File: src/rtl/tone_pkg.sv
// Shared definitions for the keypad tone generator: state encoding and
// default timing parameters.
package tone_pkg;

    typedef enum logic {
        ST_IDLE = 1'b0,
        ST_PLAY = 1'b1
    } state_e;

    localparam int DEF_BASE  = 1000;
    localparam int DEF_STEP  = 100;
    localparam int DEF_PRESC = 50;

    // Counter width able to hold 0..max_val, never narrower than one bit.
    function automatic int cnt_width(input int max_val);
        return (max_val > 1) ? $clog2(max_val + 1) : 1;
    endfunction

endpackage

File: src/rtl/tone_pwm_gen_tick_div.sv
// Clock prescaler: counts 0..PRESC-1 while enabled and flags the last count
// as a tick. A synchronous clear parks the count at zero.
module tick_div
    import tone_pkg::*;
#(
    parameter int PRESC = DEF_PRESC
) (
    input  logic clk,
    input  logic rst,
    input  logic clr,
    input  logic en,
    output logic tick
);

    localparam int CW = cnt_width(PRESC - 1);
    localparam logic [CW-1:0] LAST = CW'(PRESC - 1);

    logic [CW-1:0] cnt_q;
    logic [CW-1:0] cnt_d;

    // Tick is a pure function of the count so the caller can gate it
    // without creating a combinational path back through clr/en.
    assign tick = (cnt_q == LAST);

    always_comb begin
        cnt_d = cnt_q;
        if (clr) begin
            cnt_d = '0;
        end else if (en) begin
            cnt_d = (cnt_q == LAST) ? '0 : cnt_q + 1'b1;
        end
    end

    always_ff @(posedge clk or posedge rst) begin
        if (rst) begin
            cnt_q <= '0;
        end else begin
            cnt_q <= cnt_d;
        end
    end

endmodule

File: src/rtl/tone_pwm_gen.sv
// Keypad-driven square-wave tone generator: latches a key position as a
// period length N and plays a programmable-duty tone, sustained or one-shot.
module tone_pwm_gen
    import tone_pkg::*;
#(
    parameter int POS_W = 4,
    parameter int NW    = 16,
    parameter int BASE  = DEF_BASE,
    parameter int STEP  = DEF_STEP,
    parameter int PRESC = DEF_PRESC,
    parameter int HOLD  = 200
) (
    input  logic             clk,
    input  logic             rst,
    input  logic             key_down,
    input  logic [POS_W-1:0] pos,
    input  logic             mode,
    input  logic [3:0]       duty,
    output logic             pwm_out,
    output logic [NW-1:0]    n_cur,
    output logic             busy,
    output logic             note_start
);

    localparam int SW  = NW + POS_W;
    localparam int PCW = cnt_width(HOLD);
    localparam logic [SW-1:0]  N_MAX    = {{POS_W{1'b0}}, {NW{1'b1}}};
    localparam logic [PCW-1:0] LAST_PER = PCW'(HOLD - 1);

    state_e          state_q, state_d;
    logic            key_q;
    logic [NW-1:0]   n_cur_q, n_cur_d;
    logic [NW-1:0]   thr_q, thr_d;
    logic [NW-1:0]   phase_q, phase_d;
    logic [PCW-1:0]  per_q, per_d;
    logic            pwm_q, pwm_d;
    logic            note_start_q, note_start_d;

    logic [SW-1:0]   n_wide;
    logic [NW-1:0]   n_new;
    logic [NW+3:0]   thr_prod;
    logic [NW-1:0]   thr_new;
    logic            latch;
    logic            tick_raw;
    logic            tick_clr;
    logic            tick_en;
    logic            phase_last;

    // Period length is formed in a widened word so it can be saturated.
    assign n_wide   = SW'(BASE) + SW'(STEP) * SW'(pos);
    assign n_new    = (n_wide > N_MAX) ? N_MAX[NW-1:0] : n_wide[NW-1:0];
    assign thr_prod = {4'b0000, n_new} * {{NW{1'b0}}, duty};
    assign thr_new  = thr_prod[NW+3:4];

    // A zero-length note is meaningless, so such a press is dropped entirely.
    assign latch      = key_down & ~key_q & (n_new != '0);
    assign phase_last = (phase_q == n_cur_q - 1'b1);

    tick_div #(
        .PRESC (PRESC)
    ) u_tick_div (
        .clk  (clk),
        .rst  (rst),
        .clr  (tick_clr),
        .en   (tick_en),
        .tick (tick_raw)
    );

    always_comb begin
        state_d      = state_q;
        n_cur_d      = n_cur_q;
        thr_d        = thr_q;
        phase_d      = phase_q;
        per_d        = per_q;
        note_start_d = 1'b0;
        tick_clr     = 1'b0;
        tick_en      = 1'b0;

        if (latch) begin
            state_d      = ST_PLAY;
            n_cur_d      = n_new;
            thr_d        = thr_new;
            phase_d      = '0;
            per_d        = '0;
            note_start_d = 1'b1;
            tick_clr     = 1'b1;
        end else begin
            case (state_q)
                ST_IDLE: begin
                    phase_d  = '0;
                    per_d    = '0;
                    tick_clr = 1'b1;
                end
                ST_PLAY: begin
                    if (!mode && !key_down) begin
                        state_d  = ST_IDLE;
                        phase_d  = '0;
                        per_d    = '0;
                        tick_clr = 1'b1;
                    end else begin
                        tick_en = 1'b1;
                        if (tick_raw) begin
                            if (phase_last) begin
                                phase_d = '0;
                                if (mode && per_q == LAST_PER) begin
                                    state_d = ST_IDLE;
                                    per_d   = '0;
                                end else if (per_q != '1) begin
                                    per_d = per_q + 1'b1;
                                end
                            end else begin
                                phase_d = phase_q + 1'b1;
                            end
                        end
                    end
                end
                default: begin
                    state_d = ST_IDLE;
                end
            endcase
        end

        pwm_d = (state_d == ST_PLAY) && (phase_d < thr_d);
    end

    always_ff @(posedge clk or posedge rst) begin
        if (rst) begin
            state_q      <= ST_IDLE;
            key_q        <= 1'b0;
            n_cur_q      <= '0;
            thr_q        <= '0;
            phase_q      <= '0;
            per_q        <= '0;
            pwm_q        <= 1'b0;
            note_start_q <= 1'b0;
        end else begin
            state_q      <= state_d;
            key_q        <= key_down;
            n_cur_q      <= n_cur_d;
            thr_q        <= thr_d;
            phase_q      <= phase_d;
            per_q        <= per_d;
            pwm_q        <= pwm_d;
            note_start_q <= note_start_d;
        end
    end

    assign pwm_out    = pwm_q;
    assign n_cur      = n_cur_q;
    assign busy       = (state_q == ST_PLAY);
    assign note_start = note_start_q;

endmodule

File: config.mk
export PLATFORM = sky130hd
export DESIGN_NAME = tone_pwm_gen
export DESIGN_NICKNAME = d
export VERILOG_FILES = /design/src/rtl/tone_pkg.sv /design/src/rtl/tone_pwm_gen_tick_div.sv /design/src/rtl/tone_pwm_gen.sv
export SDC_FILE = /design/constraint.sdc
export NUM_CORES = 1
export LEC_CHECK = 0
export BUFFER_PORTS_ARGS = -buffer_cell sky130_fd_sc_hd__buf_2
export CORE_MARGIN = 2
export CORE_UTILIZATION = 60
export CTS_CLUSTER_SIZE = 20
export DETAILED_ROUTE_END_ITERATION = 7
export GPL_ROUTABILITY_DRIVEN = 0
export GPL_TIMING_DRIVEN = 0
export PLACE_DENSITY = 0.89
export SYNTH_ARGS = -nofsm -noshare
export SYNTH_HDL_FRONTEND = slang
export SYNTH_SLANG_ARGS = --single-unit
File: constraint.sdc
create_clock -name clk -period 7.3 [get_ports clk]
set_clock_uncertainty 0.15 [all_clocks]
set_input_delay 1.46 -clock clk [delete_from_list [all_inputs] [get_ports clk]]
set_output_delay 1.46 -clock clk [all_outputs]
set_load 0.03 [all_outputs]
==> impl_metrics.yaml <==
clocking:
  hold_buffers: 0
  cts_tree: "yes"
  clk_latency_ps: 360
  clockRootBuffer: "clkbuf_8"
  cts.clk_slew.worst_paths_ps: 70
  cts_max_level: 3
  cts_sinks: 60
  clock_path_buffers: 2
  cts_buffers: 9
placed_design:
  dp.cells: 693
  post-place-ws_ps: -915.7
  io_buffer_count: 22
  dpl.hpwl_um: 8669
  dpl_cell_area_mm2: 0.005244
synth:
  ys_types: 61
  syn_inst: 560
  netlist_area_mm2: 0.004964
  synthTopCellsByArea: "dfrtp_1 (30%), ha_1 (12%), fa_1 (6.5%)"
  netlist_top_cells_count: "nand2_1 (75), dfrtp_1 (60), inv_1 (48)"
  synth_top_cell_by_area: "dfrtp_1"
  ys.flop_type: "dfrtp_1"
  async_flop_share_pct: 100.0
  synth_most_common_cell: "nand2_1"
  synth_seq_cells: 60
  synth_warnings: 0
  synth_edf_count: 0
  yosys.area.top_type_share_pct: 30.25
  synth_area_per_cell_um2: 8.863
  ys_seq_area_share_pct: 30.25
finish:
  drive_above_1_share_pct: 15.44
  final_area_mm2: 0.005700
  fillCellCount: 539
  multiInputGateArea_mm2: 0.003382
  antennaDiodeCount: 0
  nNetsFinal: 679
  area_growth_pct: 14.85
  fin_cells: 714
  seq_area_mm2: 0.001501
  fin_util_pct: 70.08
die:
  dieArea_mm2: 0.009016
  ios: 31
  row_count: 33
  dieWidth_um: 94.96
  die_h_um: 94.96
  coreArea_mm2: 0.008134
  start_util_pct: 61.02
worst_hold_path:
  min_path_type: "flop to flop"
  min_from: "thr_q[8]$_DFF_PP0_"
global_routing:
  grt_pass1_wl_um: 19870
  grt.total_usage_pct: 28.40
  grt_pass1_vias: 4305
  antenna_found_initial: 0
  grt_overflow: 0
  grt_max_degree: 40
setup_path:
  cp.arrival_ps: 7370
  cp-start-kind: "input port"
  max_stage_delay_ps: 570
  end_kind: "flop"
  cpMostUsedCell: "a21o_1"
  reg2reg_from: "n_cur[2]$_DFFE_PP0P_"
  r2r_slack_ps: 2200
  cp.required_ps: 7400
  critPathKind: "input port to flop"
  cp_max_fo: 8
  cpMaxStageDelayCell: "fa_1"
  cp-startpoint: "pos[1]"
timing:
  fin_crit_sh_pct: 99.52
  finalHoldViolations: 0
  tightestPinTransition_ps: 1250
  worst_slack_ps: 34.72
  final-setup-viol-count: 0
  fmax_ghz: 0.1376
  max_slew_margin_pct: 15.87
  drv_slew: 0
  period_minus_slack_ps: 7265
power:
  p_per_area_mw_per_mm2: 254.1
  irDropWorstVdd_mv: 0.1036
  leakagePower_nw: 2.766
  p_total_mw: 1.449
routing:
  wirelength_um: 13650
  first_iter_violations: 476
  vias_per_cell: 6.403
  drt-pass1-iter-count: 6
  vias: 4572
  drc: 0
  wire_per_inst_um: 19.12
  ant_nets: 0
run:
  cap_violations: 0
outcome:
  outcome: "finished clean"
## worst max-delay path, delay by kind of cell
family	cells	cell delay [ps]
compound gates	13	2020
xor+xnor	4	770
fa+ha+maj	6	2360
buf+inv	2	240
mux	1	130
simple gates	2	390
## final timing paths
kind	cells past startpoint	to
worst max-delay path	28	pwm_out$_DFF_PP0_
worst min-delay path	2	thr_q[8]$_DFF_PP0_
worst max register to register	18	pwm_out$_DFF_PP0_
worst min register to register	2	thr_q[8]$_DFF_PP0_
max in group asynchronous	3	thr_q[2]$_DFF_PP0_
min in group asynchronous	2	u_tick_div.cnt_q[3]$_DFFE_PP0P_
## what timing repair did
| action | CTS | global route |
|---|---|---|
| setup buffers | 2 | 4 |
| endpoints found under the setup margin | 1 | 1 |
| resized for setup | 14 | 26 |
| pin swaps | 2 | 8 |
## through the flow
stage | setup TNS (ps) | hold WS [ps]
6_report | 0 | 313.0
5_1_grt | -137.9 | 367.6
4_1_cts | 0 | 318.6
3_5_place_dp | -915.7 | 303.4
3_3_place_gp | -655.1 | 288.5
2_1_floorplan | 0 | 275.9
## cell type report
class	instances	area share, %
plain buffers	20	2.041
clock buffers	10	2.414
clock inverters	6	1.229
inverters	49	3.227
multi-input cells	435	59.33
flip-flops and latches	60	26.34
well taps	105	2.305
repair buffers	29	3.117
## sequential cells by signal, summed over array words and instances, names as in the netlist
signal and flops:
pwm_out 1, note_start 1, key_q 1, thr_q 16, per_q 8, phase_q 16
n_cur 10, busy 1, u_tick_div.cnt_q 6
## cells by family after synthesis
family          after synthesis  synth area share [%]
compound gates               86                 12.10
xor+xnor                     43                 7.588
buf+inv                      70                 6.126
flops                        60                 30.25
fa+ha+maj                    64                 18.50
other cells                   1               0.07555
mux                           7                 1.462
simple gates                229                 23.90
## power by group
| part | leakage [nW] | internal (mW) | switching (mW) |
|---|---|---|---|
| Clock | 0.107 | 0.170 | 0.151 |
| Combinational | 1.86 | 0.291 | 0.428 |
| Sequential | 0.795 | 0.374 | 0.0343 |
## metal layers
metal / up-vias / global-route usage, % / part of all wire [%]
li1: 2004 / - / -
met1: 2176 / 34.33 / 37
met2: 312 / 48.82 / 49
met3: 80 / 7.582 / 9.5
met4: 0 / 10.02 / 5.1
met5: - / 0 / 0
## placed cells by master, fill, tap and decap left out, drive strengths merged, types with 11 or more instances in the layout
cell,netlist,final
nand2,75,75
nor2,34,34
nand3,19,19
nor2b,11,11
fa,16,16
a21oi,16,16
xnor2,24,24
and2,17,17
buf,11,39
clkbuf,10,20
inv,49,51
ha,47,47
a21o,14,14
nand4,13,13
nor3,12,12
xor2,19,19
dfrtp,60,60
o21ai,16,16
No activity file was read; power rests on OpenSTA's default activity.
